`config.mk`:
```
export PLATFORM = sky130hd
export DESIGN_NAME = seg_scan_capture
export DESIGN_NICKNAME = d
export VERILOG_FILES = /design/src/rtl/seg_pkg.sv /design/src/rtl/seg7_glyph_decode.sv /design/src/rtl/seg_scan_capture.sv
export SDC_FILE = /design/constraint.sdc
export NUM_CORES = 1
export LEC_CHECK = 0
export CORE_MARGIN = 2
export CORE_UTILIZATION = 40
export DETAILED_ROUTE_END_ITERATION = 8
export GPL_TIMING_DRIVEN = 0
export PLACE_DENSITY = 0.68
export SLEW_MARGIN = 20
export SYNTH_ARGS = -nofsm -noshare
export SYNTH_HDL_FRONTEND = slang
export SYNTH_SLANG_ARGS = --single-unit
export TNS_END_PERCENT = 20
```
`constraint.sdc`:
```
create_clock -name clk_in -period 3.1 [get_ports clk_in]
set_input_delay 0.31 -clock clk_in [delete_from_list [all_inputs] [get_ports clk_in]]
set_output_delay 0.31 -clock clk_in [all_outputs]
set_load 0.01 [all_outputs]
```
`src/rtl/seg_pkg.sv`:
```
// Shared definitions for the seven-segment scan monitor: glyph set, FSM states, digit count.
// Glyphs are active-high gfedcba patterns; the table is indexed by the nibble they display.
package seg_pkg;

    localparam int NDIG = 8;

    localparam logic [6:0] GLYPH_0 = 7'h3F;
    localparam logic [6:0] GLYPH_1 = 7'h06;
    localparam logic [6:0] GLYPH_2 = 7'h5B;
    localparam logic [6:0] GLYPH_3 = 7'h4F;
    localparam logic [6:0] GLYPH_4 = 7'h66;
    localparam logic [6:0] GLYPH_5 = 7'h6D;
    localparam logic [6:0] GLYPH_6 = 7'h7D;
    localparam logic [6:0] GLYPH_7 = 7'h07;
    localparam logic [6:0] GLYPH_8 = 7'h7F;
    localparam logic [6:0] GLYPH_9 = 7'h6F;
    localparam logic [6:0] GLYPH_A = 7'h77;
    localparam logic [6:0] GLYPH_B = 7'h7C;
    localparam logic [6:0] GLYPH_C = 7'h39;
    localparam logic [6:0] GLYPH_D = 7'h5E;
    localparam logic [6:0] GLYPH_E = 7'h79;
    localparam logic [6:0] GLYPH_F = 7'h71;

    localparam logic [15:0][6:0] GLYPH_TABLE = {
        GLYPH_F, GLYPH_E, GLYPH_D, GLYPH_C, GLYPH_B, GLYPH_A, GLYPH_9, GLYPH_8,
        GLYPH_7, GLYPH_6, GLYPH_5, GLYPH_4, GLYPH_3, GLYPH_2, GLYPH_1, GLYPH_0
    };

    typedef enum logic [1:0] {
        ST_WAIT,
        ST_SETTLE,
        ST_CAPTURE,
        ST_HOLD
    } state_t;

endpackage

```
`src/rtl/seg7_glyph_decode.sv`:
```
// Combinational glyph-to-nibble decoder; o_known is low (and the nibble 0) for any
// pattern that is not one of the sixteen hex glyphs.
module seg7_glyph_decode
    import seg_pkg::*;
(
    input  logic [6:0] i_glyph,
    output logic [3:0] o_nibble,
    output logic       o_known
);

    always_comb begin
        o_nibble = 4'h0;
        o_known  = 1'b0;
        for (int i = 0; i < 16; i++) begin
            if (i_glyph == GLYPH_TABLE[i]) begin
                o_nibble = 4'(i);
                o_known  = 1'b1;
            end
        end
    end

endmodule

```
`src/rtl/seg_scan_capture.sv`:
```
// Passive seven-segment scan monitor: settles each digit select, decodes its glyph, and
// publishes the 32-bit displayed value once all eight digits are seen. SEG_CAPTURE_DP_EN adds dp_out.
module seg_scan_capture
    import seg_pkg::*;
#(
    parameter int SETTLE     = 4,
    parameter int TIMEOUT    = 65535,
    parameter bit ACTIVE_LOW = 1'b1
) (
    input  logic              clk_in,
    input  logic              reset,
    input  logic [7:0]        seg_in,
    input  logic [NDIG-1:0]   sel_in,
    output logic [4*NDIG-1:0] value,
    output logic              frame_valid,
    output logic              stable,
    output logic              bad_digit,
    output logic              timeout
`ifdef SEG_CAPTURE_DP_EN
    ,
    output logic [NDIG-1:0]   dp_out
`endif
);

    localparam int               TW       = $clog2(TIMEOUT + 1);
    localparam logic [TW-1:0]    TO_MAX   = TW'(TIMEOUT);
    localparam logic [8:0]       SETTLE_N = 9'(SETTLE);

    logic [NDIG-1:0]   w_s;
    logic [7:0]        w_seg_norm;
    logic [7:0]        w_seg;
    logic              w_onehot;
    logic              w_sel_chg;
    logic              w_any_chg;
    logic              w_complete;
    logic              w_same;
    logic [3:0]        w_nib;
    logic              w_known;
    logic [2:0]        w_idx;
    logic [8:0]        w_cnt_inc;
    state_t            w_state_nxt;
    logic [7:0]        w_cnt_nxt;

    state_t            r_state;
    logic [7:0]        r_cnt;
    logic [NDIG-1:0]   r_s_prev;
    logic [7:0]        r_seg_prev;
    logic [4*NDIG-1:0] r_frame;
    logic [NDIG-1:0]   r_seen;
    logic [TW-1:0]     r_to_cnt;
`ifdef SEG_CAPTURE_DP_EN
    logic [NDIG-1:0]   r_dp;
`endif

    assign w_s        = ACTIVE_LOW ? ~sel_in : sel_in;
    assign w_seg_norm = ACTIVE_LOW ? ~seg_in : seg_in;
`ifdef SEG_CAPTURE_DP_EN
    assign w_seg      = w_seg_norm;
    assign w_same     = ({r_dp, r_frame} == {dp_out, value});
`else
    // dp is masked out so it can neither restart settling nor reach the frame
    assign w_seg      = {1'b0, w_seg_norm[6:0]};
    assign w_same     = (r_frame == value);
    logic w_unused_dp;
    assign w_unused_dp = w_seg_norm[7];
`endif

    assign w_onehot   = (w_s != '0) && ((w_s & (w_s - 1'b1)) == '0);
    assign w_sel_chg  = (w_s != r_s_prev);
    assign w_any_chg  = w_sel_chg || (w_seg != r_seg_prev);
    assign w_complete = &r_seen;
    assign w_cnt_inc  = {1'b0, r_cnt} + 9'd1;
    assign timeout    = (r_to_cnt == TO_MAX);

    // The settled select/segment values are the ones registered last cycle.
    seg7_glyph_decode u_decode (
        .i_glyph  (r_seg_prev[6:0]),
        .o_nibble (w_nib),
        .o_known  (w_known)
    );

    always_comb begin
        w_idx = '0;
        for (int i = 0; i < NDIG; i++) begin
            if (r_s_prev[i]) w_idx = 3'(i);
        end
    end

    always_comb begin
        w_state_nxt = r_state;
        w_cnt_nxt   = r_cnt;
        case (r_state)
            ST_WAIT: begin
                if (w_onehot) begin
                    w_state_nxt = ST_SETTLE;
                    w_cnt_nxt   = '0;
                end
            end
            ST_SETTLE: begin
                if (w_any_chg) begin
                    w_state_nxt = w_onehot ? ST_SETTLE : ST_WAIT;
                    w_cnt_nxt   = '0;
                end else if (w_cnt_inc == SETTLE_N) begin
                    w_state_nxt = ST_CAPTURE;
                    w_cnt_nxt   = '0;
                end else begin
                    w_cnt_nxt   = w_cnt_inc[7:0];
                end
            end
            ST_CAPTURE: w_state_nxt = ST_HOLD;
            ST_HOLD: begin
                // Leaving HOLD applies the WAIT decision in the same cycle, so a
                // digit-to-digit step keeps the same settle latency as from blank.
                if (w_sel_chg) begin
                    w_state_nxt = w_onehot ? ST_SETTLE : ST_WAIT;
                    w_cnt_nxt   = '0;
                end
            end
            default: begin
                w_state_nxt = ST_WAIT;
                w_cnt_nxt   = '0;
            end
        endcase
    end

    always_ff @(posedge clk_in) begin
        if (reset) begin
            r_state     <= ST_WAIT;
            r_cnt       <= '0;
            r_s_prev    <= '0;
            r_seg_prev  <= '0;
            r_frame     <= '0;
            r_seen      <= '0;
            r_to_cnt    <= '0;
            value       <= '0;
            frame_valid <= 1'b0;
            stable      <= 1'b0;
            bad_digit   <= 1'b0;
`ifdef SEG_CAPTURE_DP_EN
            r_dp        <= '0;
            dp_out      <= '0;
`endif
        end else begin
            r_state     <= w_state_nxt;
            r_cnt       <= w_cnt_nxt;
            r_s_prev    <= w_s;
            r_seg_prev  <= w_seg;
            frame_valid <= 1'b0;

            if (w_complete) begin
                value       <= r_frame;
                frame_valid <= 1'b1;
                stable      <= w_same;
                r_seen      <= '0;
                r_to_cnt    <= '0;
`ifdef SEG_CAPTURE_DP_EN
                dp_out      <= r_dp;
`endif
            end else if (r_to_cnt != TO_MAX) begin
                r_to_cnt <= r_to_cnt + 1'b1;
            end

            if (r_state == ST_CAPTURE) begin
                r_frame[{w_idx, 2'b00} +: 4] <= w_known ? w_nib : 4'h0;
                r_seen[w_idx]                <= 1'b1;
                if (!w_known) bad_digit <= 1'b1;
`ifdef SEG_CAPTURE_DP_EN
                r_dp[w_idx] <= r_seg_prev[7];
`endif
            end
        end
    end

endmodule

```
==> results by stage <==
Global routing:
- The largest net degree at the start of global routing is 17.
- The first global-routing pass estimated 22.2 mm of wire.
- Global routing consumed, over all layers together, 19.5% of the routing resources.
- The initial antenna violation count was 0.
- The total congestion overflow after global routing is 0.
- The via count of the first global-routing pass is 4562.

Synth:
- The synthesized netlist cell count is 642.
- After synthesis, the share of flip-flops with an asynchronous set or reset is 0%.
- The register bit total from synthesis is 116.
- Summed over all instances, the cell type with the most area after synthesis is sky130_fd_sc_hd__dfxtp_1.
- The synthesized design contains 0 enable-type register cells.
- The average instance area after synthesis is 8.37 um2.
- Summing the sequential cell areas from Yosys gives 43.2% of the chip area.
- In this run the biggest area consumer among cell types represents 43.2% of the synthesized area.
- Yosys attributes the largest share of cell area to sky130_fd_sc_hd__dfxtp_1 (43%), sky130_fd_sc_hd__xnor2_1 (8.2%), sky130_fd_sc_hd__nand2_1 (7.3%).
- The count of cell types in the netlist is 63.
- The count of warnings emitted by yosys is 0.
- Synthesis produced a netlist with a net count of 664.
- The post-synthesis instance area is 5370 um2.
- The most frequently used flop master after synthesis is sky130_fd_sc_hd__dfxtp_1.

Die:
- The starting density of the core is 40.7%.
- The vertical extent of the die is 120 um.
- The die outline area is 14400 um2.
- In this run the count of I/O pins placed on the die edge is 54.
- The die width is 120 um.
- The core area is 13200 um2.
- After floorplanning, the core was divided into 42 placement rows.

Setup path:
- The worst-path cell with the longest stage delay is sky130_fd_sc_hd__clkdlybuf4s50_1.
- The buffering stage count on the worst path with inverters included is 3.
- The slack of the worst reg-to-reg path is 140 ps.
- Walking the worst path, the cells encountered are ha_2, inv_1, or3_1, or3_4, inv_2, clkdlybuf4s50_1.
- The worst stage delay on the critical path is 540 ps.
- STA classifies the critical path endpoint as an output port.
- The reg-to-reg critical path endpoint is r_frame[9].
- In this run the critical register-to-register path is launched from r_s_prev[2].
- Data on the critical path is required at its endpoint by 2790 ps.
- The type of origin of the critical path is a flop.
- The critical setup path kind is flop to output port.
- The dominant delay contributor by cell family on the critical path is simple AND/OR/NAND/NOR gates.
- The worst register-to-register path has a depth of 10.
- The arrival time at the worst endpoint is 2680 ps.
- The top fanout value on the critical path is 10.

Placed design:
- The placed instances occupy a cell area of 6100 um2.
- The final weighted congestion in routability-driven placement is 0.810.
- The count of buffers added on input and output ports is 51.
- Counting tap cells, the placed design contains a total of 869 instances.
- Once detailed placement completed, the half-perimeter wirelength came to 9.65 mm.

Final layout:
- Summing all multi-input logic gate instances after layout gives 2890 um2.
- The library cells used most frequently in the layout, excluding fill and tap cells, are sky130_fd_sc_hd__dfxtp_1 (116), sky130_fd_sc_hd__nand2_1 (104), sky130_fd_sc_hd__nor2_1 (68).
- After the last flow step, the layout net total stands at 733.
- The synthesis-to-finish area growth is 24.4%.
- The cell area after layout is 6680 um2.
- The number of diodes is 0.
- The storage element area is 2320 um2.
- The library cell used most frequently in the layout, excluding fill and tap cells, is sky130_fd_sc_hd__dfxtp_1.
- In the final layout, the share of cells above drive strength 1 is 6.91%.
- The filler cell count is 1208.
- The count of cells in the finished layout, fillers not included, comes to 900.

Power:
- The total power is 0.00360 W.
- Dividing total power by cell area gives a power density of 539 nW/um2.
- The analysis attributes to cell leakage a power of 2.26 nW.
- The peak supply drop is 383 uV.

Clocking:
- The number of hold-repair buffers added at the cts stage is 0.
- The number of setup buffers added after CTS is 0.
- Buffers inserted during clock tree synthesis total 17.
- After clock tree synthesis, the clock-pin slew on the worst setup and hold paths is 60 ps.
- The total number of clock tree sinks is 116.
- The later pin in the worst-skew pair is clocked with a latency of 420 ps.
- The H-tree was split into 4 levels.
- Clock tree synthesis selected as its root buffer the cell sky130_fd_sc_hd__clkbuf_16.
- The clock passes through at most 2 buffers.
- TritonCTS built the clock tree.

Timing:
- Setup total negative slack on the finished layout was measured at 0 ps.
- Across the routed clock network, the largest skew measured is 8.62 ps.
- Setup repair after global routing could not meet its margin everywhere.
- Setup violations remaining at the end of the flow were counted as 0.
- Hold is met by 464 ps.
- The final hold violation count is 0.
- The max-slew violation count is 0.
- The worst-margin pin slew is 767 ps.
- The time the worst path needs with I/O delays and setup is 2990 ps.
- The upper clock frequency limit is 335 MHz.
- The worst slew margin relative to its limit is 48.5%.
- The final critical-path share of the clock period is 96.3%.

Drt:
- The total DRC errors in the routed layout is 0.
- In this run, the number of DRC markers left after iteration 0 of detailed routing was 332.
- The number of vias per cell after detailed routing is 5.34.
- In the final routed layout, each cell accounts on average for 14.9 um.
- The number of nets with antenna violations after routing is 0.
- The via total after detailed routing is 4802.
- For this block, the routed nets add up to 13.4 mm of wire.
- The number of detailed-route iterations in the first pass is 5.

Min path:
- The worst hold path was traced through 4 stages.
- In this run the worst hold path is classified as input pin to flop.
- In this run the most critical hold path is launched from reset.
- The worst hold path terminates at r_frame[5].

Job:
- The tool flagged a number of max-cap violations equal to 0.

Outcome:
- The flow ran to the end, and the final reports show no timing, DRC or antenna violations.
kinds of logic (layout without fill, tap and decap cells):
| family | Yosys count | in the layout | share of synthesized area, % |
|---|---|---|---|
| AO/OA/AOI/OAI | 111 | 111 | 12.6 |
| AND/OR/NAND/NOR | 287 | 287 | 26.5 |
| adder cells (fa/ha/maj) | 6 | 6 | 1.30 |
| flip-flops | 116 | 116 | 43.2 |
| XOR/XNOR | 58 | 58 | 9.46 |
| buffers and inverters | 44 | 126 | 3.12 |
| multiplexers | 20 | 20 | 3.75 |
metal layers:
layer / up-vias / share of wire [%] / GRT usage (%)
li1: 2397 / - / -
met1: 2285 / 47 / 25.8
met5: - / 0 / 0
met3: 9 / 4.5 / 4.09
met4: 0 / 0.89 / 7.06
met2: 111 / 47 / 31.4
state kept, by name (all words and copies together), names as in the netlist, named ones only:
register / cells
bad_digit: 1
r_to_cnt: 16
stable: 1
r_state: 1
r_cnt: 8
r_seen: 8
frame_valid: 1
r_frame: 32
r_s_prev: 8
r_seg_prev: 7
value: 32
where the power goes:
| group | switching (W) | internal [W] | total, W |
|---|---|---|---|
| clock | 0.000702 | 0.00120 | 0.00190 |
| combinational | 0.000113 | 0.0000688 | 0.000182 |
| sequential | 0.0000135 | 0.00151 | 0.00152 |
| total | 0.000829 | 0.00277 | 0.00360 |
repair_timing:
action,4_1_cts,5_1_grt
gates cloned,0,0
pin swaps,0,0
setup endpoints to repair,1,10
resized for setup,1,1
cell usage after synthesis, drive strengths merged (2+ instances only):
| library cell | number |
|---|---|
| clkbuf | 27 |
| a22o | 2 |
| nand3 | 21 |
| or2 | 3 |
| o31ai | 2 |
| buf | 3 |
| a22oi | 2 |
| nand2 | 105 |
| maj3 | 2 |
| a21oi | 57 |
| or3 | 5 |
| ha | 4 |
| nand4 | 21 |
| mux2i | 19 |
| nor2 | 68 |
| and4b | 3 |
| a311oi | 4 |
| nor4 | 14 |
| xor2 | 8 |
| dfxtp | 116 |
| and3 | 4 |
| nor3b | 2 |
| nand4b | 6 |
| inv | 14 |
| a32o | 4 |
| xnor2 | 50 |
| nand3b | 6 |
| o21ai | 17 |
| a31oi | 6 |
| nand2b | 9 |
| or3b | 2 |
| and4 | 3 |
| nor3 | 10 |
| a21o | 2 |
through the flow:
stage	util, %	setup WS [ps]
4_1_cts	50.6	102
6_report	50.7	114
2_1_floorplan	-	632
3_3_place_gp	46.3	253
3_5_place_dp	46.3	145
5_1_grt	50.7	-124
worst register-to-register path: stages, from the launching register on:
cell and delay [ps]:
sky130_fd_sc_hd__dfxtp_1 330, sky130_fd_sc_hd__nand2b_1 140, sky130_fd_sc_hd__a21oi_1 220, sky130_fd_sc_hd__o21ba_2 270, sky130_fd_sc_hd__nor2_1 120, sky130_fd_sc_hd__ha_1 240, sky130_fd_sc_hd__ha_1 240, sky130_fd_sc_hd__or2_1 290
sky130_fd_sc_hd__nor4_2 630, sky130_fd_sc_hd__mux2i_1 280, sky130_fd_sc_hd__nor2_1 50
layout make-up:
| class | instances | area share (%) |
|---|---|---|
| Tap cell | 176 | 3.30 |
| Multi-Input combinational cell | 482 | 43.2 |
| Buffer | 29 | 1.67 |
| Clock buffer | 19 | 6.63 |
| Timing Repair Buffer | 51 | 7.64 |
| Sequential cell | 116 | 34.8 |
| Inverter | 14 | 0.786 |
| Clock inverter | 13 | 2.00 |
worst max-delay path by stage:
| stage | start | cells after the start | to |
|---|---|---|---|
| floorplan | r_s_prev[2] | 10 | r_frame[9] |
| global placement | r_s_prev[2] | 10 | r_frame[10] |
| detailed placement | r_s_prev[2] | 10 | r_frame[9] |
| CTS | r_to_cnt[0] | 6 | timeout |
| global route | r_s_prev[2] | 10 | r_frame[11] |
| finish | r_to_cnt[0] | 6 | timeout |
Note: power is estimated with default switching activity, not from simulation.
